File: src/rtl/rst_seq_pkg.sv
// Shared definitions for the reset sequencer: FSM encoding, default
// parameter values and the counter-width helper.
package rst_seq_pkg;

  typedef enum logic [1:0] {
    ST_HOLD    = 2'd0,
    ST_STRETCH = 2'd1,
    ST_RELEASE = 2'd2,
    ST_RUN     = 2'd3
  } seq_state_e;

  localparam int RST_SEQ_NUM_RST        = 3;
  localparam int RST_SEQ_NUM_LOCK       = 2;
  localparam int RST_SEQ_STRETCH_CYCLES = 16;
  localparam int RST_SEQ_STAGE_GAP      = 8;
  localparam int RST_SEQ_LOCK_FILTER    = 4;
  localparam int RST_SEQ_LOSS_CNT_W     = 8;

  // Width of a counter that must hold 0..maxval-1, never narrower than one bit.
  function automatic int cnt_width(input int maxval);
    return (maxval > 1) ? $clog2(maxval) : 1;
  endfunction

endpackage

File: src/rtl/rst_seq_sync.sv
// Two-flop synchroniser for one asynchronous lock indication.
module rst_seq_sync (
  input  logic wb_clk_i,
  input  logic rst_n_i,
  input  logic d_i,
  output logic q_o
);

  logic meta_p0;
  logic sync_p1;

  always_ff @(posedge wb_clk_i or negedge rst_n_i) begin
    if (!rst_n_i) begin
      meta_p0 <= 1'b0;
      sync_p1 <= 1'b0;
    end else begin
      meta_p0 <= d_i;
      sync_p1 <= meta_p0;
    end
  end

  assign q_o = sync_p1;

endmodule

File: src/rtl/rst_sequencer.sv
// Staged reset release gated on PLL/DCM lock, with filtered lock-loss
// detection, software reset and a saturating lock-loss counter.
module rst_sequencer
  import rst_seq_pkg::*;
#(
  parameter int NUM_RST        = RST_SEQ_NUM_RST,
  parameter int NUM_LOCK       = RST_SEQ_NUM_LOCK,
  parameter int STRETCH_CYCLES = RST_SEQ_STRETCH_CYCLES,
  parameter int STAGE_GAP      = RST_SEQ_STAGE_GAP,
  parameter int LOCK_FILTER    = RST_SEQ_LOCK_FILTER
) (
  input  logic                          wb_clk_i,
  input  logic                          rst_n_i,
  input  logic [NUM_LOCK-1:0]           lock_i,
  input  logic                          sw_rst_i,
  output logic [NUM_RST-1:0]            rst_o,
  output logic                          seq_done_o,
  output logic                          lock_loss_o,
  output logic [RST_SEQ_LOSS_CNT_W-1:0] lock_loss_cnt_o
);

  localparam int SCW = cnt_width(STRETCH_CYCLES);
  localparam int GCW = cnt_width(STAGE_GAP);
  localparam int FCW = cnt_width(LOCK_FILTER);
  localparam int IW  = cnt_width(NUM_RST);
  localparam int LW  = RST_SEQ_LOSS_CNT_W;

  function automatic logic [LW-1:0] sat_inc(input logic [LW-1:0] v);
    return (v == {LW{1'b1}}) ? v : v + LW'(1);
  endfunction

  logic [NUM_LOCK-1:0] lock_s;
  logic                all_locked;

  for (genvar i = 0; i < NUM_LOCK; i++) begin : g_sync
    rst_seq_sync u_sync (
      .wb_clk_i (wb_clk_i),
      .rst_n_i  (rst_n_i),
      .d_i      (lock_i[i]),
      .q_o      (lock_s[i])
    );
  end

  assign all_locked = &lock_s;

  seq_state_e      state_q, state_d;
  logic [SCW-1:0]  scnt_q, scnt_d;
  logic [GCW-1:0]  gcnt_q, gcnt_d;
  logic [FCW-1:0]  fcnt_q, fcnt_d;
  logic [IW-1:0]   idx_q, idx_d;
  logic [NUM_RST-1:0] rst_q, rst_d;
  logic            done_q, done_d;
  logic            loss_q, loss_d;
  logic [LW-1:0]   cnt_q, cnt_d;
  logic            lost;

  always_ff @(posedge wb_clk_i or negedge rst_n_i) begin
    if (!rst_n_i) begin
      state_q <= ST_HOLD;
      scnt_q  <= '0;
      gcnt_q  <= '0;
      fcnt_q  <= '0;
      idx_q   <= '0;
      rst_q   <= '1;
      done_q  <= 1'b0;
      loss_q  <= 1'b0;
      cnt_q   <= '0;
    end else begin
      state_q <= state_d;
      scnt_q  <= scnt_d;
      gcnt_q  <= gcnt_d;
      fcnt_q  <= fcnt_d;
      idx_q   <= idx_d;
      rst_q   <= rst_d;
      done_q  <= done_d;
      loss_q  <= loss_d;
      cnt_q   <= cnt_d;
    end
  end

  always_comb begin
    state_d = state_q;
    scnt_d  = scnt_q;
    gcnt_d  = gcnt_q;
    fcnt_d  = fcnt_q;
    idx_d   = idx_q;
    rst_d   = rst_q;
    done_d  = done_q;
    loss_d  = 1'b0;
    cnt_d   = cnt_q;
    lost    = 1'b0;

    // Lock-loss filter only runs once releases have begun.
    if (state_q == ST_RELEASE || state_q == ST_RUN) begin
      if (all_locked) begin
        fcnt_d = '0;
      end else if (fcnt_q == FCW'(LOCK_FILTER - 1)) begin
        lost = 1'b1;
      end else begin
        fcnt_d = fcnt_q + FCW'(1);
      end
    end

    if (sw_rst_i || lost) begin
      state_d = ST_HOLD;
      scnt_d  = '0;
      gcnt_d  = '0;
      fcnt_d  = '0;
      idx_d   = '0;
      rst_d   = '1;
      done_d  = 1'b0;
      // A simultaneous software reset swallows the loss event.
      if (!sw_rst_i) begin
        loss_d = 1'b1;
        cnt_d  = sat_inc(cnt_q);
      end
    end else begin
      unique case (state_q)
        ST_HOLD: begin
          scnt_d = '0;
          if (all_locked) state_d = ST_STRETCH;
        end
        ST_STRETCH: begin
          if (!all_locked) begin
            state_d = ST_HOLD;
            scnt_d  = '0;
          end else if (scnt_q == SCW'(STRETCH_CYCLES - 1)) begin
            rst_d[0] = 1'b0;
            scnt_d   = '0;
            gcnt_d   = '0;
            fcnt_d   = '0;
            idx_d    = IW'(1);
            if (NUM_RST == 1) begin
              done_d  = 1'b1;
              state_d = ST_RUN;
            end else begin
              state_d = ST_RELEASE;
            end
          end else begin
            scnt_d = scnt_q + SCW'(1);
          end
        end
        ST_RELEASE: begin
          if (gcnt_q == GCW'(STAGE_GAP - 1)) begin
            gcnt_d       = '0;
            rst_d[idx_q] = 1'b0;
            if (idx_q == IW'(NUM_RST - 1)) begin
              done_d  = 1'b1;
              state_d = ST_RUN;
            end else begin
              idx_d = idx_q + IW'(1);
            end
          end else begin
            gcnt_d = gcnt_q + GCW'(1);
          end
        end
        ST_RUN: begin
          state_d = ST_RUN;
        end
        default: begin
          state_d = ST_HOLD;
          rst_d   = '1;
          done_d  = 1'b0;
        end
      endcase
    end
  end

  assign rst_o           = rst_q;
  assign seq_done_o      = done_q;
  assign lock_loss_o     = loss_q;
  assign lock_loss_cnt_o = cnt_q;

endmodule

File: config.mk
export PLATFORM = sky130hd
export DESIGN_NAME = rst_sequencer
export DESIGN_NICKNAME = d
export VERILOG_FILES = /design/src/rtl/rst_seq_pkg.sv /design/src/rtl/rst_seq_sync.sv /design/src/rtl/rst_sequencer.sv
export SDC_FILE = /design/constraint.sdc
export NUM_CORES = 1
export LEC_CHECK = 0
export CAP_MARGIN = 30
export CORE_ASPECT_RATIO = 0.8
export CORE_MARGIN = 8
export CORE_UTILIZATION = 58
export DETAILED_ROUTE_END_ITERATION = 6
export GPL_TIMING_DRIVEN = 0
export PLACE_DENSITY = 0.85
export SYNTH_ARGS = -nofsm -noshare
export SYNTH_HDL_FRONTEND = slang
export SYNTH_SLANG_ARGS = --single-unit
File: constraint.sdc
create_clock -name wb_clk_i -period 2.38 [get_ports wb_clk_i]
set_input_delay 0.595 -clock wb_clk_i [delete_from_list [all_inputs] [get_ports wb_clk_i]]
set_output_delay 0.595 -clock wb_clk_i [all_outputs]
set_load 0.005 [all_outputs]
==> qor.csv, run 1 <==
metric,value,unit
r2r endpoint,lock_loss_cnt_o[1],
RR Startpoint,lock_loss_cnt_o[0],
cell area after layout,0.00175,mm^2
Hold Buf Count CTS,0,
share of cells above drive strength 1,14.1,%
core box area,0.00242,mm^2
Layout fillers,189,
Setup CP Type,register to output port,
logic gate share of total power,4.6,%
post-synth cell types,38,
Reg power frac,60.2,%
most frequent cells in the layout,"dfrtp_1 (27), clkdlybuf4s50_1 (17), nand3_1 (11)",
fin nets,167,
post-synthesis area per instance,11.2,um^2
IO Count,18,
Synth Net Count,142,
CTS Buffer Depth,2,
CP max FO,2,
Leak Pwr,0.000770,uW
Setup Buffers After CTS,0,
max_slew headroom,52.9,%
Post-Route WL,2750,um
worst clock skew,8.70,ps
fin crit share,81.7,%
area of the multi-input gates,664,um^2
hold path depth,0,
Final ANT Viol Nets,0,
Die H,60.8,um
"commonest non-fill, non-tap cell in the layout",dfrtp_1,
post-layout min period,1940,ps
dpl hpwl,2160,um
worst-skew pair later-pin latency,320,ps
Design Power,867,uW
worst hold path class,register to register,
status,"finished, final reports clean",
top layer reached by signal wires,met4,
clk sinks,30,
CP bufs+invs,1,
arrival time at the worst endpoint,1350,ps
CTS Buf Count,5,
Max-Cap Viols,0,
Worst Reg-to-Reg Cells,5,
GRT Util Overall,14.1,%
Synth Cell Area,0.00146,mm^2
Metal-1 WL,1170,um
largest delay contributor family on the critical path,flip-flops,
Hold Path Sink,g_sync[1].u_sync.q_o,
Max Fclk,0.514,GHz
"Hold Vio Cnt, Final",0,
TritonCTS clock tree,built,
via count,1079,
pwr/cell area,496,mW/mm^2
WL met2,1320,um
final setup fails,0,
Switching Share,22.0,%
TNS Setup,0,ps
RSZ-0062 raised after global routing,no,
Post-Syn Instances,130,
Placed Area,0.00169,mm^2
area grow syn2layout,19.9,%
Worst-Margin Slew,704,ps
# DRC,0,
CP startpoint kind,register,
sw power,191,uW
crit-path max cell delay,540,ps
chip width,72.1,um
vias in the first global route,1101,
global-route wire length before repair,4790,um
initial antenna violation count,0,
Routed WL per cell,14.3,um
"Seq/Total Area, Yosys",51.8,%
initial detailed-routing violation count,83,
sequential cell area,754,um^2
htree depth,2,
drt pass-1 iters,4,
GR Overflow Total,0,
num rows,16,
min-delay src,g_sync[1].u_sync.meta_p0,
starting density of the core,60.2,%
CP cell instances,clkdlybuf4s50_1,
Total Die Area,0.00438,mm^2
flop2flop setup slack,690,ps
Ys Warns,0,
Worst setup EP type,output port,
fin. max-slew vios,0,
largest net degree at the start of global routing,17,
WP data required,1780,ps
Cell Int Power,676,uW
ANT cells,0,
CTS resizes,0,
Clock Power Share,35.1,%
"Reg clk slew, reported paths",90,ps
Final GP Congestion,0.830,
CP max-delay cell,dfstp_2,
register bit total from synthesis,30,
vias per cell,5.62,
I/O Buffers,17,
maximum vdd drop,0.307,mV
met3 routed WL,207,um
clock root cell,clkbuf_4,
[worst max-delay path by stage]
stage                            start            endpoint  slack [ps]  cells after the start
finish                        rst_o[1]            rst_o[1]         440                      1
global route                  rst_o[0]            rst_o[0]         390                      1
CTS                           rst_o[1]            rst_o[1]         410                      1
detailed placement            sw_rst_i  lock_loss_cnt_o[1]         300                      5
global placement               rst_n_i  lock_loss_cnt_o[2]         270                      1
floorplan           lock_loss_cnt_o[0]  lock_loss_cnt_o[1]         850                      5
[layout make-up]
| cell class | instances | share of cell area [%] |
|---|---|---|
| Buffer | 4 | 1.36 |
| Clock buffer | 7 | 3.15 |
| Clock inverter | 1 | 0.286 |
| Inverter | 4 | 0.859 |
| Multi-Input combinational cell | 92 | 38.0 |
| Sequential cell | 30 | 43.2 |
| Tap cell | 36 | 2.58 |
| Timing Repair Buffer | 18 | 10.6 |
[registers in the layout, indices dropped and copies added, names as in the netlist, 3 cells and up]
signal,count
lock_loss_cnt_o,8
scnt_q,4
gcnt_q,3
rst_o,3
[synth_stat cells]
| library cell | instances | area [um^2] |
|---|---|---|
| dfrtp_1 | 27 | 676 |
| nand3_1 | 11 | 55.1 |
| a21oi_1 | 9 | 45.0 |
| nand2_1 | 8 | 30.0 |
| ha_1 | 7 | 87.6 |
| xnor2_1 | 7 | 61.3 |
| nand4_1 | 6 | 37.5 |
| nor2_1 | 5 | 18.8 |
| o21ai_0 | 5 | 25.0 |
| inv_1 | 4 | 15.0 |
| and3_1 | 3 | 18.8 |
| dfstp_2 | 3 | 78.8 |
| nand2b_1 | 3 | 18.8 |
| a22oi_1 | 2 | 15.0 |
| a31oi_1 | 2 | 12.5 |
| and2_1 | 2 | 12.5 |
| buf_4 | 2 | 15.0 |
| nand2_2 | 2 | 12.5 |
| nor3_1 | 2 | 10.0 |
| o21a_1 | 2 | 15.0 |
| a311oi_1 | 1 | 8.76 |
| a41o_1 | 1 | 10.0 |
| a41oi_4 | 1 | 27.5 |
| and4b_1 | 1 | 10.0 |
| and4bb_2 | 1 | 12.5 |
| buf_2 | 1 | 5.00 |
| clkbuf_1 | 1 | 3.75 |
| mux2_4 | 1 | 15.0 |
| nand2_4 | 1 | 11.3 |
| nand3b_1 | 1 | 7.51 |
| nand4b_4 | 1 | 23.8 |
| nor2b_1 | 1 | 6.26 |
| nor3b_1 | 1 | 7.51 |
| nor4b_1 | 1 | 8.76 |
| o31ai_1 | 1 | 7.51 |
| o41ai_2 | 1 | 16.3 |
| or3_1 | 1 | 6.26 |
| or4b_1 | 1 | 10.0 |
[per-layer routing]
| metal | vias to the layer above | track usage [%] |
|---|---|---|
| met1 | 518 | 16.5 |
| li1 | 521 | - |
| met4 | 0 | 8.12 |
| met3 | 6 | 5.28 |
| met5 | - | 0 |
| met2 | 34 | 22.0 |
[per-stage QoR]
step | util (%) | hold WS (ps) | worst slack, ps | cells
finish | 72.2 | 359 | 436 | 192
global route | 72.2 | 372 | 389 | 192
CTS | 72.2 | 362 | 411 | 192
detailed placement | 69.7 | 342 | 305 | 184
global placement | 69.1 | 332 | 269 | 183
floorplan | - | 299 | 855 | 130
[cells by family after synthesis]
kind of cell / after synthesis / share of synthesized area [%]
buffers and inverters: 8 / 2.66
DFF: 30 / 51.8
muxes: 1 / 1.03
adders and majority gates: 7 / 6.01
and+or+nand+nor: 52 / 21.8
AOI/OAI and AO/OA: 25 / 12.5
xor gates and xnor gates: 7 / 4.21
[power groups by stage]
stage / sequential [uW] / combinational, uW / clock [uW]
after CTS: 522 / 40.9 / 314
after detailed placement: 532 / 40.9 / 0
after floorplan: 532 / 14.0 / 0
final: 522 / 40.0 / 305
after global routing: 523 / 44.5 / 336
after global placement: 532 / 36.8 / 0
[worst reg2reg max path, cell delays in order, from the launching register on]
cell,delay (ps)
dfrtp_1,440
ha_1,190
and2_1,170
nand4_1,290
nand2_2,200
mux2_4,300
No activity file was read; power rests on OpenSTA's default activity.
==> inputs of run 2 (changes only) <==
- CORE_UTILIZATION: 58 -> 54
- PLACE_DENSITY: 0.85 -> 0.8
- clock period: 2.38 -> 1.9 ns (I/O delays scaled with it)
==> qor.csv, run 2 (synthesis gave the netlist of run 1 again) <==
metric,value,unit,change
status,"finished, final reports clean",,
maximum vdd drop,0.698,mV,+130%
Hold Buf Count CTS,0,,unchanged
Routed WL per cell,14.9,um,+3.6%
RSZ-0062 raised after global routing,no,,
Max-Cap Viols,0,,unchanged
post-route insts no fill,194,,+1.0%
dpl hpwl,2150,um,-0.38%
share of cells above drive strength 1,14.7,%,+0.64 points
IO Count,18,,unchanged
met3 routed WL,166,um,-20%
max reg flops,8,,unchanged
CP bufs+invs,1,,unchanged
post-layout min period,1840,ps,
flop2flop setup slack,180,ps,-510 ps
CTS resizes,0,,unchanged
pwr/cell area,675,mW/mm^2,+36%
most frequent cells in the layout,"dfrtp_1 (27), clkdlybuf4s50_1 (17), nand3_1 (11)",,
CTS Buf Count,5,,unchanged
"Hold Vio Cnt, Final",0,,unchanged
core box area,0.00266,mm^2,+9.8%
Final ANT Viol Nets,0,,unchanged
# DRC,0,,unchanged
Setup CP Type,register to output port,,
CP max FO,2,,unchanged
Design Power,1200,uW,+39%
worst-skew pair later-pin latency,330,ps,about the same
fin. max-slew vios,0,,unchanged
fin crit share,96.8,%,
initial detailed-routing violation count,61,,-27%
Placed Area,0.00170,mm^2,+0.89%
area grow syn2layout,22.1,%,
htree depth,2,,unchanged
WP data required,1420,ps,-360 ps
vias per cell,5.55,,-1.3%
Worst-Margin Slew,719,ps,+15.0 ps
num rows,17,,+1
top layer reached by signal wires,met4,,
Setup Buffers After CTS,0,,unchanged
CTS Buffer Depth,2,,unchanged
vias in the first global route,1111,,+0.91%
Leak Pwr,0.000785,uW,+1.9%
largest delay contributor family on the critical path,flip-flops,,
Hold WS,352,ps,-6.52 ps
crit-path max cell delay,540,ps,about the same
"Reg clk slew, reported paths",100,ps,about the same
worst clock skew,10.2,ps,+1.48 ps
post-route setup slack,61.4,ps,-374 ps
Total Die Area,0.00463,mm^2,+5.6%
CP cell instances,clkdlybuf4s50_1,,
arrival time at the worst endpoint,1360,ps,about the same
drt pass-1 iters,4,,unchanged
CP max-delay cell,dfstp_2,,
final setup fails,0,,unchanged
Max Fclk,0.544,GHz,
Metal-1 WL,1230,um,+4.8%
clk sinks,30,,unchanged
chip width,74.1,um,+2.8%
global-route wire length before repair,5070,um,+5.9%
"commonest non-fill, non-tap cell in the layout",dfrtp_1,,
TritonCTS clock tree,built,,
worst hold path class,register to register,,
clock root cell,clkbuf_4,,
cell area after layout,0.00178,mm^2,+1.9%
Die H,62.5,um,+2.7%
Post-Route WL,2880,um,+4.7%
CP startpoint kind,register,,
via count,1076,,-0.28%
starting density of the core,54.8,%,-5.4 points
DP Cell Count,186,,+1.1%
Layout fillers,203,,+7.4%
largest net degree at the start of global routing,18,,+1
GR Overflow Total,0,,unchanged
ANT cells,0,,unchanged
"worst slack, placed",-49.1,ps,-354 ps
GRT Util Overall,14.2,%,+0.051 points
I/O Buffers,17,,unchanged
max_slew headroom,51.9,%,-1.0 points
initial antenna violation count,0,,unchanged
WL met2,1430,um,+8.4%
Final GP Congestion,0.827,,-0.36%
Worst setup EP type,output port,,
fin nets,167,,unchanged
## run 2: per-layer routing
layer  track usage (%)  vias to the layer above
met3              4.97                        6
li1                  -                      523
met2              22.1                       23
met5                 0                        -
met4              7.96                        0
met1              16.2                      524
## run 2: stage by stage
stage / TNS [ps] / utilization (%)
3_3_place_gp: -3500 / 63.0
2_1_floorplan: 0 / -
6_report: 0 / 67.0
4_1_cts: 0 / 67.0
3_5_place_dp: -49.1 / 64.0
5_1_grt: 0 / 67.0
## run 2: area by class of cell
cell class	count	area (um^2)	area share, %
inverters	4	15.0	0.843
plain buffers	4	23.8	1.34
flip-flops and latches	30	754	42.4
clock inverters	3	40.0	2.25
repair buffers	18	198	11.1
clock buffers	5	37.5	2.11
multi-input cells	92	664	37.3
well taps	38	47.5	2.67
## run 2: final timing paths
kind	cells past startpoint	endpoint	start
setup / recovery	1	rst_o[1]	rst_o[1]
hold / removal	0	g_sync[1].u_sync.q_o	g_sync[1].u_sync.meta_p0
setup reg to reg	5	lock_loss_cnt_o[1]	lock_loss_cnt_o[0]
hold reg to reg	0	g_sync[1].u_sync.q_o	g_sync[1].u_sync.meta_p0
max in group asynchronous	2	rst_o[2]	rst_n_i
min in group asynchronous	1	scnt_q[2]	rst_n_i
## run 2: where the power goes
part	leakage, uW	internal [uW]	switching, uW	total, uW
clock network	0.0000450	272	222	494
registers	0.000399	647	7.32	654
logic	0.000341	24.1	29.5	53.6
